### src/rtl/lsu_d.sv
// Data-side load/store unit: formats requests for the memory controller, holds them until ready, extends load data.
// Optional define LSU_PERF_CNT_EN adds load/store/wait-cycle performance counters.
module lsu_d #(
  parameter int AW = 32,
  parameter int DW = 32
) (
  input  logic          clk,
  input  logic          reset,
  input  logic          ex_valid,
  input  logic          ex_load,
  input  logic          ex_store,
  input  logic [2:0]    ex_funct3,
  input  logic [AW-1:0] ex_addr,
  input  logic [DW-1:0] ex_wdata,
  input  logic [4:0]    ex_rd,
  output logic          stall,
  output logic [AW-1:0] mem_address,
  output logic [DW-1:0] mem_datain,
  output logic          mem_ren,
  output logic          mem_wen,
  output logic [3:0]    mem_byte_select,
  input  logic          mem_ready,
  input  logic [DW-1:0] mem_dataout,
  output logic          wb_valid,
  output logic [4:0]    wb_rd,
  output logic [DW-1:0] wb_data,
  output logic          misalign_err
`ifdef LSU_PERF_CNT_EN
  ,
  output logic [31:0]   perf_loads,
  output logic [31:0]   perf_stores,
  output logic [31:0]   perf_wait_cycles
`endif
);

  typedef enum logic [1:0] {S_IDLE, S_ACCESS, S_WAIT, S_RESP} state_t;

  state_t      r_state;
  logic [1:0]  r_lane;
  logic [2:0]  r_funct3;
  logic [4:0]  r_rd;
  logic        r_load;

  logic          w_req, w_illegal, w_accept, w_done;
  logic [3:0]    w_bsel;
  logic [DW-1:0] w_wdata, w_ext;
  logic [7:0]    w_byte;
  logic [15:0]   w_half;

  assign w_req     = ex_valid && (ex_load || ex_store);
  // funct3[1:0] encodes access size for both loads and stores once the funct3 itself is legal
  assign w_illegal = (ex_load && ex_store)
                  || (ex_load && (ex_funct3 == 3'd3 || ex_funct3 == 3'd6 || ex_funct3 == 3'd7))
                  || (ex_store && ex_funct3 > 3'd2)
                  || (ex_funct3[1:0] == 2'd1 && ex_addr[0])
                  || (ex_funct3[1:0] == 2'd2 && ex_addr[1:0] != 2'd0);
  assign w_accept  = (r_state == S_IDLE) && w_req && !w_illegal;
  assign w_done    = (r_state == S_ACCESS || r_state == S_WAIT) && mem_ready;
  assign stall     = w_accept || r_state == S_ACCESS || r_state == S_WAIT;

  always_comb begin
    w_bsel  = 4'b1111;
    w_wdata = ex_wdata;
    case (ex_funct3[1:0])
      2'd0: begin
        w_bsel  = 4'b0001 << ex_addr[1:0];
        w_wdata = {4{ex_wdata[7:0]}};
      end
      2'd1: begin
        w_bsel  = 4'b0011 << {ex_addr[1], 1'b0};
        w_wdata = {2{ex_wdata[15:0]}};
      end
      default: ;
    endcase
  end

  always_comb begin
    w_byte = mem_dataout[7:0];
    case (r_lane)
      2'd1:    w_byte = mem_dataout[15:8];
      2'd2:    w_byte = mem_dataout[23:16];
      2'd3:    w_byte = mem_dataout[31:24];
      default: ;
    endcase
    w_half = r_lane[1] ? mem_dataout[31:16] : mem_dataout[15:0];
    case (r_funct3)
      3'd0:    w_ext = {{24{w_byte[7]}}, w_byte};
      3'd1:    w_ext = {{16{w_half[15]}}, w_half};
      3'd4:    w_ext = {24'd0, w_byte};
      3'd5:    w_ext = {16'd0, w_half};
      default: w_ext = mem_dataout;
    endcase
  end

  always_ff @(posedge clk) begin
    if (!reset) begin
      r_state         <= S_IDLE;
      r_lane          <= '0;
      r_funct3        <= '0;
      r_rd            <= '0;
      r_load          <= 1'b0;
      mem_address     <= '0;
      mem_datain      <= '0;
      mem_ren         <= 1'b0;
      mem_wen         <= 1'b0;
      mem_byte_select <= '0;
      wb_valid        <= 1'b0;
      wb_rd           <= '0;
      wb_data         <= '0;
      misalign_err    <= 1'b0;
    end else begin
      wb_valid     <= 1'b0;
      misalign_err <= 1'b0;
      case (r_state)
        S_IDLE: begin
          if (w_req && w_illegal) begin
            misalign_err <= 1'b1;
          end else if (w_accept) begin
            r_lane          <= ex_addr[1:0];
            r_funct3        <= ex_funct3;
            r_rd            <= ex_rd;
            r_load          <= ex_load;
            mem_address     <= {ex_addr[AW-1:2], 2'b00};
            mem_datain      <= w_wdata;
            mem_byte_select <= w_bsel;
            mem_ren         <= ex_load;
            mem_wen         <= ex_store;
            r_state         <= S_ACCESS;
          end
        end
        S_ACCESS, S_WAIT: begin
          if (w_done) begin
            mem_ren <= 1'b0;
            mem_wen <= 1'b0;
            if (r_load) begin
              wb_valid <= 1'b1;
              wb_rd    <= r_rd;
              wb_data  <= w_ext;
            end
            r_state <= S_RESP;
          end else begin
            r_state <= S_WAIT;
          end
        end
        S_RESP:  r_state <= S_IDLE;
        default: r_state <= S_IDLE;
      endcase
    end
  end

`ifdef LSU_PERF_CNT_EN
  always_ff @(posedge clk) begin
    if (!reset) begin
      perf_loads       <= '0;
      perf_stores      <= '0;
      perf_wait_cycles <= '0;
    end else begin
      if (w_done && r_load)  perf_loads  <= perf_loads + 32'd1;
      if (w_done && !r_load) perf_stores <= perf_stores + 32'd1;
      if (r_state == S_WAIT) perf_wait_cycles <= perf_wait_cycles + 32'd1;
    end
  end
`endif

endmodule

### config.mk
export PLATFORM = sky130hd
export DESIGN_NAME = lsu_d
export DESIGN_NICKNAME = d
export VERILOG_FILES = /design/src/rtl/lsu_d.sv
export SDC_FILE = /design/constraint.sdc
export NUM_CORES = 1
export LEC_CHECK = 0
export ABC_AREA = 1
export CORE_ASPECT_RATIO = 1.1
export CORE_MARGIN = 1.5
export CORE_UTILIZATION = 31
export DETAILED_ROUTE_END_ITERATION = 7
export PLACE_DENSITY_LB_ADDON = 0.12
export SLEW_MARGIN = 25
export SYNTH_ARGS = -nofsm -noshare
export SYNTH_HDL_FRONTEND = slang
export SYNTH_SLANG_ARGS = --single-unit
### constraint.sdc
create_clock -name clk -period 1.8 [get_ports clk]
set_input_delay 0.45 -clock clk [delete_from_list [all_inputs] [get_ports clk]]
set_output_delay 0.45 -clock clk [all_outputs]
set_load 0.1 [all_outputs]
==> results.tsv <==
metric	value	unit
post-synth cell types	27	
first-pass GRT wire length	28300	um
Critical Path AT	1510	ps
Top Ports	220	
vias in the first global route	5628	
total grt overflow	0	
final wirelength	17600	um
Worst Path Max Fanout	2	
Worst-path clk slew	50	ps
failing checks	negative setup slack	
Final Cycle Share	1.09	
Die Y	141	um
die area	18200	um2
PwrDens	1110	nW/um2
CTS Sinks	120	
Yosys warning total	0	
synthesized area per cell	7.02	um2
Synth Instances	768	
Clk Latency, worst-skew pair	410	ps
met2 GRT Util	0.349	
worst-margin pin slew	536	ps
dpl hpwl	13000	um
CTS tree	yes	
Starting DRT DRC Count	287	
total power	10.9	mW
grt met3 use	0.0660	
Routed Antenna Nets	0	
Num CTS Buffers	17	
grt peak-use layer	met2	
FF+latch area	2400	um2
number of buffer cells added on primary ports	217	
P&R area growth vs syn	82.0	%
drt wl/cell	14.1	um
register bit total from synthesis	120	
commonest non-fill, non-tap cell in the layout	nand2_1	
Root Buffer	clkbuf_16	
gp weighted congestion	0.829	
multi-input logic area	2550	um2
H-tree depth	4	
M1 GR Usage	0.228	
Final WS setup	-160	ps
leakage power	4.10	nW
endpoints failing hold	0	
Hold Slack	441	ps
CTS hold repair buffers	0	
Max Cap Viol	0	
setup TNS	-160	ps
required time of the critical path	1350	ps
WS Path Type	flop to primary output	
Starting Density	0.317	
vias post-DR	5740	
Seq/Total Area, Yosys	0.445	
Final Skew	8.19	ps
status	finished with violations	
RSZ-0062 raised after global routing	yes	
filler instances	1558	
max-slew violations	0	
Finished Core Util	0.577	
layout cells sized above 1	0.212	
total track usage	0.199	
Layout Nets	1120	
Core ar.	17000	um2
Setup crit end kind	primary output	
DRC violations left	0	
TritonRoute pass-1 iters	4	
Die Span X	129	um
most frequent cells in the layout	nand2_1 (138), nor2_1 (123), o21ai_0 (123), dfxtp_1 (118), buf_12 (116)	
final setup vio count	1	
Clock Tree Buf Depth	2	
max_slew headroom	0.642	
Min-Delay Path Class	input pin to flop	
flop2flop setup slack	140	ps
largest net degree at the start of global routing	49	
initial antenna violation count	0	
row cnt	50	
crit path launch type	flop	
Mapped Area	5390	um2
worst vdd ir	0.000664	V
Max Fclk	0.510	GHz
Vias/cell	4.58	
Tmin final	1960	ps
[layout make-up]
| type | count | area share |
|---|---|---|
| repair buffers | 269 | 0.382 |
| multi-input cells | 531 | 0.260 |
| flip-flops and latches | 120 | 0.245 |
| clock buffers | 23 | 0.0467 |
| well taps | 234 | 0.0298 |
| inverters | 67 | 0.0258 |
| clock inverters | 9 | 0.0102 |
| diodes | 1 | 0.000255 |
[metrics by stage]
stage | area [um2] | std cells | setup WS, ps
global route | 9810 | 1253 | -222
CTS | 9730 | 1249 | -190
global placement | 9130 | 1215 | -433
floorplan | 5430 | 769 | -63.1
detailed placement | 9130 | 1215 | -469
finish | 9810 | 1254 | -160
[cells in the mapped netlist]
cell type | instances | share of area
a21oi_1 | 59 | 0.055
a31oi_1 | 1 | 0.0012
buf_1 | 1 | 0.00070
buf_2 | 12 | 0.011
buf_4 | 9 | 0.013
buf_6 | 4 | 0.0084
clkbuf_1 | 25 | 0.017
clkinv_2 | 1 | 0.00093
conb_1 | 1 | 0.00070
dfxtp_1 | 120 | 0.45
ha_1 | 4 | 0.0093
inv_1 | 63 | 0.044
inv_2 | 3 | 0.0021
nand2_1 | 141 | 0.098
nand2_2 | 3 | 0.0035
nand3_1 | 19 | 0.018
nand3_2 | 2 | 0.0037
nand4_1 | 2 | 0.0023
nor2_1 | 124 | 0.086
nor2_2 | 4 | 0.0046
nor3_1 | 1 | 0.00093
o211ai_1 | 6 | 0.0084
o211ai_2 | 1 | 0.0023
o21a_1 | 7 | 0.0097
o21ai_0 | 124 | 0.12
o21ai_1 | 9 | 0.0084
o21bai_1 | 22 | 0.031
[final timing paths]
path         depth (start not counted)             end  startpoint
max                                  7           stall  r_state[0]
min                                  3         mem_ren       reset
max reg2reg                         10  mem_datain[16]  r_state[0]
min reg2reg                          2         r_rd[3]     r_rd[3]
[worst max-delay path, stage by stage, from the launching register on]
cell	delay [ps]
dfxtp_2	320
inv_2	80
ha_4	150
nand2_4	50
a21oi_4	140
nand3_4	120
nand2_8	80
buf_12	170
[per-layer routing]
metal,part of all wire,wire length [um]
met4,0.013,229
met2,0.50,8790
met1,0.41,7320
met5,0,0
met3,0.073,1290
[power breakdown]
group / total [mW] / internal (mW) / switching [mW]
combinational: 4.47 / 1.70 / 2.77
clock: 3.26 / 2.06 / 1.20
sequential: 3.18 / 2.93 / 0.249
total: 10.9 / 6.69 / 4.22
[sequential cells by signal (all words and copies together), names as in the netlist]
signal,cells
wb_rd,5
r_load,1
r_state,2
mem_wen,1
wb_data,32
mem_ren,1
r_funct3,3
mem_address,30
r_rd,5
wb_valid,1
r_lane,2
misalign_err,1
mem_byte_select,4
mem_datain,32
[kinds of logic after synthesis]
kind of cell,count (synthesis),share of synthesized area
simple gates,296,0.217
fa+ha+maj,4,0.00928
flops,120,0.445
compound gates,229,0.230
buf+inv,118,0.0970
other cells,1,0.000695
[repair_timing]
item                       CTS  global route
setup buffers                2             4
setup endpoints to repair    5             7
resized for setup           22             8
cloned                       0             1
pin swaps                    6             7
Power figures use the tool's default switching activity.
